<file path="src/rtl/mem_stage_if.sv">
// Bundle and handshake signals around the memory-access stage.
// "slave" is the stage's own view; "master" is the view of whatever
// surrounds it (execute, data SRAM, writeback, decode, flush control).
interface mem_stage_if #(
    parameter int DATA_W     = 32,
    parameter int CSR_ADDR_W = 14,
    parameter int ECODE_W    = 8
);
    logic                  em_valid;
    logic                  m_allowin;
    logic [DATA_W-1:0]     em_pc;
    logic [DATA_W-1:0]     em_rf_wdata;
    logic                  em_gr_we;
    logic [4:0]            em_dest;
    logic [3:0]            em_res_from_mem;
    logic [DATA_W-1:0]     em_addr;
    logic                  em_ex;
    logic [ECODE_W-1:0]    em_ecode;
    logic                  em_esubcode;
    logic [CSR_ADDR_W-1:0] em_csr_addr;
    logic                  em_csr_we;
    logic [DATA_W-1:0]     em_csr_wmask;
    logic [DATA_W-1:0]     em_csr_wdata;

    logic [DATA_W-1:0]     data_sram_rdata;
    logic                  data_sram_data_ok;

    logic                  w_allowin;
    logic                  mw_valid;
    logic [DATA_W-1:0]     mw_pc;
    logic [DATA_W-1:0]     mw_rf_wdata;
    logic                  mw_gr_we;
    logic [4:0]            mw_dest;
    logic                  mw_ex;
    logic [ECODE_W-1:0]    mw_ecode;
    logic                  mw_esubcode;
    logic [CSR_ADDR_W-1:0] mw_csr_addr;
    logic                  mw_csr_we;
    logic [DATA_W-1:0]     mw_csr_wmask;
    logic [DATA_W-1:0]     mw_csr_wdata;

    logic [4:0]            md_fwd_dest;
    logic [DATA_W-1:0]     md_fwd_data;
    logic                  md_fwd_busy;

    logic                  ex_en;
    logic                  m_ex;

    modport slave (
        input  em_valid, em_pc, em_rf_wdata, em_gr_we, em_dest, em_res_from_mem,
               em_addr, em_ex, em_ecode, em_esubcode, em_csr_addr, em_csr_we,
               em_csr_wmask, em_csr_wdata,
               data_sram_rdata, data_sram_data_ok, w_allowin, ex_en,
        output m_allowin, mw_valid, mw_pc, mw_rf_wdata, mw_gr_we, mw_dest,
               mw_ex, mw_ecode, mw_esubcode, mw_csr_addr, mw_csr_we,
               mw_csr_wmask, mw_csr_wdata,
               md_fwd_dest, md_fwd_data, md_fwd_busy, m_ex
    );

    modport master (
        output em_valid, em_pc, em_rf_wdata, em_gr_we, em_dest, em_res_from_mem,
               em_addr, em_ex, em_ecode, em_esubcode, em_csr_addr, em_csr_we,
               em_csr_wmask, em_csr_wdata,
               data_sram_rdata, data_sram_data_ok, w_allowin, ex_en,
        input  m_allowin, mw_valid, mw_pc, mw_rf_wdata, mw_gr_we, mw_dest,
               mw_ex, mw_ecode, mw_esubcode, mw_csr_addr, mw_csr_we,
               mw_csr_wmask, mw_csr_wdata,
               md_fwd_dest, md_fwd_data, md_fwd_busy, m_ex
    );
endinterface

</file>
<file path="src/rtl/mem_stage.sv">
// Memory-access pipeline stage: holds the execute bundle, waits for the
// data-SRAM read response on loads, aligns/extends the loaded value and
// hands the writeback bundle on. A flush (ex_en) kills the held bundle; a
// load still waiting for its response leaves one response to be drained.
//
// Optional build macro: MEM_LOAD_FWD_EN -- when defined, load data is
// forwarded to decode combinationally in the data_ok cycle; otherwise the
// forwarding bus stays busy through that cycle (no SRAM-to-decode path).
//
// state   | meaning
// S_IDLE  | no load outstanding
// S_WAIT  | load issued, response not yet seen
// S_HOLD  | response captured, writeback stalled
// S_DRAIN | flushed while waiting; next data_ok is discarded
module mem_stage #(
    parameter int DATA_W     = 32,
    parameter int CSR_ADDR_W = 14,
    parameter int ECODE_W    = 8
) (
    input  logic        clk,
    input  logic        rst,
    mem_stage_if.slave  bus
);

    typedef enum logic [1:0] {S_IDLE, S_WAIT, S_HOLD, S_DRAIN} state_t;

    state_t                state_q;
    logic                  m_valid_q;
    logic [DATA_W-1:0]     pc_q;
    logic [DATA_W-1:0]     rf_wdata_q;
    logic                  gr_we_q;
    logic [4:0]            dest_q;
    logic [3:0]            res_q;
    logic [1:0]            addr_lo_q;
    logic                  ex_q;
    logic [ECODE_W-1:0]    ecode_q;
    logic                  esubcode_q;
    logic [CSR_ADDR_W-1:0] csr_addr_q;
    logic                  csr_we_q;
    logic [DATA_W-1:0]     csr_wmask_q;
    logic [DATA_W-1:0]     csr_wdata_q;
    logic [DATA_W-1:0]     hold_data_q;

    logic                  is_load;
    logic                  data_ok;
    logic                  ready_go;
    logic                  allowin;
    logic                  in_fire;
    logic                  in_is_load;
    logic [DATA_W-1:0]     load_data_d;
    logic [DATA_W-1:0]     final_wdata;
    logic                  unused_addr_hi;

    // Only the byte offset of the address matters past this point.
    assign unused_addr_hi = ^bus.em_addr[DATA_W-1:2];

    // Select the addressed lane and extend it according to the load type.
    function automatic logic [DATA_W-1:0] align_load(input logic [DATA_W-1:0] word,
                                                     input logic [1:0]        off,
                                                     input logic [3:0]        kind);
        logic [7:0]  b;
        logic [15:0] h;
        b = word[{off, 3'b000} +: 8];
        h = off[1] ? word[16 +: 16] : word[0 +: 16];
        if (kind[3])
            return word;
        else if (kind[1])
            return kind[2] ? {{(DATA_W-16){1'b0}}, h} : {{(DATA_W-16){h[15]}}, h};
        else
            return kind[2] ? {{(DATA_W-8){1'b0}}, b} : {{(DATA_W-8){b[7]}}, b};
    endfunction

    // Handshake and data-path selection.
    always_comb begin
        data_ok     = bus.data_sram_data_ok;
        is_load     = (|res_q) & ~ex_q;
        in_is_load  = (|bus.em_res_from_mem) & ~bus.em_ex;
        ready_go    = !m_valid_q || !is_load
                      || (state_q == S_WAIT && data_ok) || (state_q == S_HOLD);
        allowin     = (state_q != S_DRAIN) && (!m_valid_q || (ready_go && bus.w_allowin));
        in_fire     = bus.em_valid && allowin && !bus.ex_en;
        load_data_d = align_load(bus.data_sram_rdata, addr_lo_q, res_q);
        if (!is_load)
            final_wdata = rf_wdata_q;
        else if (state_q == S_HOLD)
            final_wdata = hold_data_q;
        else
            final_wdata = load_data_d;
    end

    // Bundle register plus load-response FSM; later assignments take priority.
    always_ff @(posedge clk or posedge rst) begin
        if (rst) begin
            state_q     <= S_IDLE;
            m_valid_q   <= 1'b0;
            pc_q        <= '0;
            rf_wdata_q  <= '0;
            gr_we_q     <= 1'b0;
            dest_q      <= '0;
            res_q       <= '0;
            addr_lo_q   <= '0;
            ex_q        <= 1'b0;
            ecode_q     <= '0;
            esubcode_q  <= 1'b0;
            csr_addr_q  <= '0;
            csr_we_q    <= 1'b0;
            csr_wmask_q <= '0;
            csr_wdata_q <= '0;
            hold_data_q <= '0;
        end else begin
            if (bus.ex_en)
                m_valid_q <= 1'b0;
            else if (allowin)
                m_valid_q <= bus.em_valid;

            if (in_fire) begin
                pc_q        <= bus.em_pc;
                rf_wdata_q  <= bus.em_rf_wdata;
                gr_we_q     <= bus.em_gr_we;
                dest_q      <= bus.em_dest;
                res_q       <= bus.em_res_from_mem;
                addr_lo_q   <= bus.em_addr[1:0];
                ex_q        <= bus.em_ex;
                ecode_q     <= bus.em_ecode;
                esubcode_q  <= bus.em_esubcode;
                csr_addr_q  <= bus.em_csr_addr;
                csr_we_q    <= bus.em_csr_we;
                csr_wmask_q <= bus.em_csr_wmask;
                csr_wdata_q <= bus.em_csr_wdata;
            end

            case (state_q)
                S_WAIT: begin
                    // A response arriving with the flush is already consumed.
                    if (bus.ex_en)
                        state_q <= data_ok ? S_IDLE : S_DRAIN;
                    else if (data_ok) begin
                        if (bus.w_allowin)
                            state_q <= S_IDLE;
                        else begin
                            state_q     <= S_HOLD;
                            hold_data_q <= load_data_d;
                        end
                    end
                end
                S_HOLD:  if (bus.ex_en || bus.w_allowin) state_q <= S_IDLE;
                S_DRAIN: if (data_ok) state_q <= S_IDLE;
                default: ;
            endcase

            if (in_fire && in_is_load)
                state_q <= S_WAIT;
        end
    end

    assign bus.m_allowin    = allowin;
    assign bus.mw_valid     = m_valid_q && ready_go && !bus.ex_en;
    assign bus.mw_pc        = pc_q;
    assign bus.mw_rf_wdata  = final_wdata;
    assign bus.mw_gr_we     = gr_we_q;
    assign bus.mw_dest      = dest_q;
    assign bus.mw_ex        = ex_q;
    assign bus.mw_ecode     = ecode_q;
    assign bus.mw_esubcode  = esubcode_q;
    assign bus.mw_csr_addr  = csr_addr_q;
    assign bus.mw_csr_we    = csr_we_q && m_valid_q && !ex_q;
    assign bus.mw_csr_wmask = csr_wmask_q;
    assign bus.mw_csr_wdata = csr_wdata_q;
    assign bus.m_ex         = m_valid_q && ex_q;

    assign bus.md_fwd_dest  = (m_valid_q && gr_we_q) ? dest_q : 5'd0;
    assign bus.md_fwd_data  = final_wdata;
`ifdef MEM_LOAD_FWD_EN
    assign bus.md_fwd_busy  = m_valid_q && is_load && (state_q == S_WAIT) && !data_ok;
`else
    assign bus.md_fwd_busy  = m_valid_q && is_load && (state_q == S_WAIT);
`endif

endmodule

</file>
<file path="src/flat_wrapper.sv">
// flat-port wrapper written by rule: the top's interface ports become plain ports
module mem_stage_flat 
#(
    parameter int DATA_W     = 32,
    parameter int CSR_ADDR_W = 14,
    parameter int ECODE_W    = 8
)
  (clk, rst, bus_em_valid, bus_em_pc, bus_em_rf_wdata, bus_em_gr_we, bus_em_dest, bus_em_res_from_mem, bus_em_addr, bus_em_ex, bus_em_ecode, bus_em_esubcode, bus_em_csr_addr, bus_em_csr_we, bus_em_csr_wmask, bus_em_csr_wdata, bus_data_sram_rdata, bus_data_sram_data_ok, bus_w_allowin, bus_ex_en, bus_m_allowin, bus_mw_valid, bus_mw_pc, bus_mw_rf_wdata, bus_mw_gr_we, bus_mw_dest, bus_mw_ex, bus_mw_ecode, bus_mw_esubcode, bus_mw_csr_addr, bus_mw_csr_we, bus_mw_csr_wmask, bus_mw_csr_wdata, bus_md_fwd_dest, bus_md_fwd_data, bus_md_fwd_busy, bus_m_ex);
  mem_stage_if #(.DATA_W(DATA_W), .CSR_ADDR_W(CSR_ADDR_W), .ECODE_W(ECODE_W)) bus_i ();
  input  logic clk;
  input  logic rst;
  input wire logic [$bits(bus_i.em_valid)-1:0] bus_em_valid;
  input wire logic [$bits(bus_i.em_pc)-1:0] bus_em_pc;
  input wire logic [$bits(bus_i.em_rf_wdata)-1:0] bus_em_rf_wdata;
  input wire logic [$bits(bus_i.em_gr_we)-1:0] bus_em_gr_we;
  input wire logic [$bits(bus_i.em_dest)-1:0] bus_em_dest;
  input wire logic [$bits(bus_i.em_res_from_mem)-1:0] bus_em_res_from_mem;
  input wire logic [$bits(bus_i.em_addr)-1:0] bus_em_addr;
  input wire logic [$bits(bus_i.em_ex)-1:0] bus_em_ex;
  input wire logic [$bits(bus_i.em_ecode)-1:0] bus_em_ecode;
  input wire logic [$bits(bus_i.em_esubcode)-1:0] bus_em_esubcode;
  input wire logic [$bits(bus_i.em_csr_addr)-1:0] bus_em_csr_addr;
  input wire logic [$bits(bus_i.em_csr_we)-1:0] bus_em_csr_we;
  input wire logic [$bits(bus_i.em_csr_wmask)-1:0] bus_em_csr_wmask;
  input wire logic [$bits(bus_i.em_csr_wdata)-1:0] bus_em_csr_wdata;
  input wire logic [$bits(bus_i.data_sram_rdata)-1:0] bus_data_sram_rdata;
  input wire logic [$bits(bus_i.data_sram_data_ok)-1:0] bus_data_sram_data_ok;
  input wire logic [$bits(bus_i.w_allowin)-1:0] bus_w_allowin;
  input wire logic [$bits(bus_i.ex_en)-1:0] bus_ex_en;
  output wire logic [$bits(bus_i.m_allowin)-1:0] bus_m_allowin;
  output wire logic [$bits(bus_i.mw_valid)-1:0] bus_mw_valid;
  output wire logic [$bits(bus_i.mw_pc)-1:0] bus_mw_pc;
  output wire logic [$bits(bus_i.mw_rf_wdata)-1:0] bus_mw_rf_wdata;
  output wire logic [$bits(bus_i.mw_gr_we)-1:0] bus_mw_gr_we;
  output wire logic [$bits(bus_i.mw_dest)-1:0] bus_mw_dest;
  output wire logic [$bits(bus_i.mw_ex)-1:0] bus_mw_ex;
  output wire logic [$bits(bus_i.mw_ecode)-1:0] bus_mw_ecode;
  output wire logic [$bits(bus_i.mw_esubcode)-1:0] bus_mw_esubcode;
  output wire logic [$bits(bus_i.mw_csr_addr)-1:0] bus_mw_csr_addr;
  output wire logic [$bits(bus_i.mw_csr_we)-1:0] bus_mw_csr_we;
  output wire logic [$bits(bus_i.mw_csr_wmask)-1:0] bus_mw_csr_wmask;
  output wire logic [$bits(bus_i.mw_csr_wdata)-1:0] bus_mw_csr_wdata;
  output wire logic [$bits(bus_i.md_fwd_dest)-1:0] bus_md_fwd_dest;
  output wire logic [$bits(bus_i.md_fwd_data)-1:0] bus_md_fwd_data;
  output wire logic [$bits(bus_i.md_fwd_busy)-1:0] bus_md_fwd_busy;
  output wire logic [$bits(bus_i.m_ex)-1:0] bus_m_ex;
  assign bus_i.em_valid = bus_em_valid;
  assign bus_i.em_pc = bus_em_pc;
  assign bus_i.em_rf_wdata = bus_em_rf_wdata;
  assign bus_i.em_gr_we = bus_em_gr_we;
  assign bus_i.em_dest = bus_em_dest;
  assign bus_i.em_res_from_mem = bus_em_res_from_mem;
  assign bus_i.em_addr = bus_em_addr;
  assign bus_i.em_ex = bus_em_ex;
  assign bus_i.em_ecode = bus_em_ecode;
  assign bus_i.em_esubcode = bus_em_esubcode;
  assign bus_i.em_csr_addr = bus_em_csr_addr;
  assign bus_i.em_csr_we = bus_em_csr_we;
  assign bus_i.em_csr_wmask = bus_em_csr_wmask;
  assign bus_i.em_csr_wdata = bus_em_csr_wdata;
  assign bus_i.data_sram_rdata = bus_data_sram_rdata;
  assign bus_i.data_sram_data_ok = bus_data_sram_data_ok;
  assign bus_i.w_allowin = bus_w_allowin;
  assign bus_i.ex_en = bus_ex_en;
  assign bus_m_allowin = bus_i.m_allowin;
  assign bus_mw_valid = bus_i.mw_valid;
  assign bus_mw_pc = bus_i.mw_pc;
  assign bus_mw_rf_wdata = bus_i.mw_rf_wdata;
  assign bus_mw_gr_we = bus_i.mw_gr_we;
  assign bus_mw_dest = bus_i.mw_dest;
  assign bus_mw_ex = bus_i.mw_ex;
  assign bus_mw_ecode = bus_i.mw_ecode;
  assign bus_mw_esubcode = bus_i.mw_esubcode;
  assign bus_mw_csr_addr = bus_i.mw_csr_addr;
  assign bus_mw_csr_we = bus_i.mw_csr_we;
  assign bus_mw_csr_wmask = bus_i.mw_csr_wmask;
  assign bus_mw_csr_wdata = bus_i.mw_csr_wdata;
  assign bus_md_fwd_dest = bus_i.md_fwd_dest;
  assign bus_md_fwd_data = bus_i.md_fwd_data;
  assign bus_md_fwd_busy = bus_i.md_fwd_busy;
  assign bus_m_ex = bus_i.m_ex;
  mem_stage #(.DATA_W(DATA_W), .CSR_ADDR_W(CSR_ADDR_W), .ECODE_W(ECODE_W)) u_core (.clk(clk), .rst(rst), .bus(bus_i));
endmodule
</file>
<file path="config.mk">
export PLATFORM = sky130hd
export DESIGN_NAME = mem_stage_flat
export DESIGN_NICKNAME = d
export VERILOG_FILES = /design/src/rtl/mem_stage_if.sv /design/src/rtl/mem_stage.sv /design/src/flat_wrapper.sv
export SDC_FILE = /design/constraint.sdc
export NUM_CORES = 1
export LEC_CHECK = 0
export BUFFER_PORTS_ARGS = -buffer_cell sky130_fd_sc_hd__buf_4
export CAP_MARGIN = 20
export CORE_MARGIN = 8
export CORE_UTILIZATION = 35
export DETAILED_ROUTE_END_ITERATION = 10
export PLACE_DENSITY = 0.74
export SYNTH_ARGS = -nofsm -noshare
export SYNTH_HDL_FRONTEND = slang
export SYNTH_SLANG_ARGS = --single-unit
</file>
<file path="constraint.sdc">
create_clock -name clk -period 7.8 [get_ports clk]
set_clock_uncertainty 0.05 [all_clocks]
set_input_delay 0.78 -clock clk [delete_from_list [all_inputs] [get_ports clk]]
set_output_delay 0.78 -clock clk [all_outputs]
set_load 0.02 [all_outputs]
</file>
==> metrics.cfg <==
[outcome]
status=completed

[setup_path]
cp_max_fo=15
end_kind=output pin
cp.arrival_ps=3020
reg2reg_slack_ps=4360
required_ps=6970
rr_worst_depth=7
cp_slowest_cell=nor3b_1
timing.rr.start=u_core.res_q[1]
regToRegEndpoint=u_core.bus.mw_csr_wdata[27]
path_class=reg -> out
crit_path_start=u_core.res_q[1]
cp-start-kind=register
cpPeakStageDelay_ps=810
path_cells=nor2b_1 -> nor3b_1 -> a222oi_1 -> o211ai_1 -> buf_4

[timing]
setup_violations=0
hold_slack_ps=437.7
tightestPinTransition_ps=1078
fmax_ghz=0.2597
tns_ps=0
drv_slew=0
fin_crit_sh_pct=49.36
slew_headroom_pct=28.16
rsz0062_at_grt=no
final_hold_viol_count=0
period_needed_ps=3850

[clock_tree]
ctsRootBufferMaster=clkbuf_16
cts_buffers=17
clock-sinks=200
h-tree-depth=4
clock_latency_ps=430
cts_setup_buffers=0
clock_path_buffers=2
ctsHoldBuffers=0
cts_tree=yes
post_cts_resized=0
path_clk_slew_ps=80

[floorplanning]
coreArea_um2=25180
design.die.area_um2=31080
die_w_um=176.3
dieHeight_um=176.3
start_util_pct=35.71
num_rows=58
io_pins=433

[route]
firstDrtPassIters=5
route.detailed.drc=0
wl_per_cell_um=20.82
num_vias=7143
wirelength_um=29670
dr.first_iter.drc_count=433
avgViaCountPerCell=5.013
final_antenna_net_count=0

[finish]
layout-drive-gt1-share_pct=48.13
diodes=0
final_cell_mix=buf_4, dfrtp_1, mux2_1
area_growth_pct=40.51
final_net_count=1315
final_common_cell=buf_4

[yosys]
synthesis.area_um2=8994
syn_avg_cell_area_um2=12.37
async_reset_ff_share_pct=100.0
synth_nets=960
synth_flop_cell=dfrtp_1
synth_seq_area_share_pct=55.65
synth_cell_types=45
yosys_warnings=0
synth-edff-count=0
synth-seq-cells=200
syn_inst=727

[power_and_ir_drop]
switchingPower_uw=1536
pwr-share-comb_pct=40.2
intPower_uw=2458
total_power_uw=3994
pwr_density_cell_nw_per_um2=316.1
p_seq_share_pct=37.0
clkPwrFrac_pct=22.8
ir_drop_uv=157.4
switching_share_pct=38.46
p_leak_uw=0.005901

[grt]
grt_pass1_vias=7684
overflow=0
grt_pass1_wl_um=45040
grt_util_met1_pct=20.02
grt_use_met2_pct=31.30
antenna_found_initial=0
grtUsageMet3_pct=8.737
top_usage_layer=met2
grt_max_degree=128
grt_usage_pct=18.50

[run]
cap_violations=0

[placed_design]
io_buffers=402
routabilityCongestion=0.8233
dp_hpwl_um=22990

[min_path]
hp-start=u_core.bus.mw_csr_addr[6]
hold_path.class=reg -> reg
hold_end=u_core.bus.mw_csr_addr[6]
min_path_cells=1

[worst max path at each step]
stage	end
after floorplan	u_core.addr_lo_q[0]
after global placement	bus_mw_rf_wdata[20]
after detailed placement	bus_md_fwd_data[20]
after CTS	bus_md_fwd_data[20]
after global routing	bus_md_fwd_data[20]
final	bus_mw_rf_wdata[7]
[power groups by stage]
stage	clock network [uW]	registers [uW]	logic (uW)
detailed placement	0	1500	1620
floorplan	0	1650	794
global route	973	1520	1720
CTS	931	1480	1630
global placement	0	1480	1600
finish	910	1480	1600
[logic make-up after synthesis]
group	Yosys count	synth area share, %
AO/OA/AOI/OAI	110	8.375
buffers and inverters	80	5.857
AND/OR/NAND/NOR	164	8.473
flip-flops	200	55.65
multiplexers	173	21.65
[final cells by class]
class,count,area (um2)
fillers,2223,12540
multi-input cells,447,3481
inverters,3,18.77
clock inverters,14,176.4
well taps,330,412.9
repair buffers,413,3104
flip-flops and latches,200,5005
clock buffers,18,439.2
[per-stage QoR]
stage	utilization, %	setup slack (ps)	instances	cell area (um2)
after floorplan	-	1516	727	8994
after CTS	50.05	3376	1421	12600
final	50.18	3950	1425	12640
after global routing	50.18	3776	1425	12640
after global placement	47.61	3854	1389	11990
after detailed placement	47.61	3852	1389	11990
[cells in the mapped netlist (2+ instances only)]
cell type	n	area share [%]
nand3_1	8	0.45
a211oi_1	18	1.5
buf_4	37	3.1
buf_2	10	0.56
inv_1	3	0.13
o21bai_1	2	0.17
mux2_1	100	13
or3_1	3	0.21
buf_6	10	1.3
a211oi_2	2	0.28
and3_1	6	0.42
nand2b_1	4	0.28
nor3b_1	2	0.17
o211ai_1	8	0.67
a222oi_1	8	0.89
o21ai_0	16	0.89
o41ai_1	2	0.19
dfrtp_1	200	56
nand2_1	44	1.8
clkbuf_1	19	0.79
mux2_2	72	9.0
nor2_1	59	2.5
o31ai_1	8	0.67
nor2b_1	11	0.77
a21oi_1	32	1.8
nor3_1	18	1.0
a21o_1	7	0.58
[sequential cells by signal, indices dropped and copies added, names as in the netlist]
signal / cells
u_core.bus.mw_csr_wdata: 32
u_core.bus.mw_ex: 1
u_core.bus.mw_ecode: 8
u_core.bus.mw_dest: 5
u_core.res_q: 4
u_core.bus.mw_csr_addr: 14
u_core.bus.mw_pc: 32
u_core.hold_data_q: 32
u_core.bus.mw_gr_we: 1
u_core.rf_wdata_q: 32
u_core.addr_lo_q: 2
u_core.m_valid_q: 1
u_core.csr_we_q: 1
u_core.bus.mw_csr_wmask: 32
u_core.state_q: 2
u_core.bus.mw_esubcode: 1
[metal layers]
metal / vias up / routed length, um
met3: 36 / 3390
met1: 3510 / 10840
met5: - / 0
li1: 3261 / -
met2: 336 / 14680
met4: 0 / 762
[critical path: cells and delay by family (launching register included)]
family / cells / cell delay, ps
AOI/OAI and AO/OA: 2 / 750
buffers and inverters: 1 / 210
DFF: 1 / 680
and+or+nand+nor: 2 / 960
Note: power is estimated with default switching activity, not from simulation.
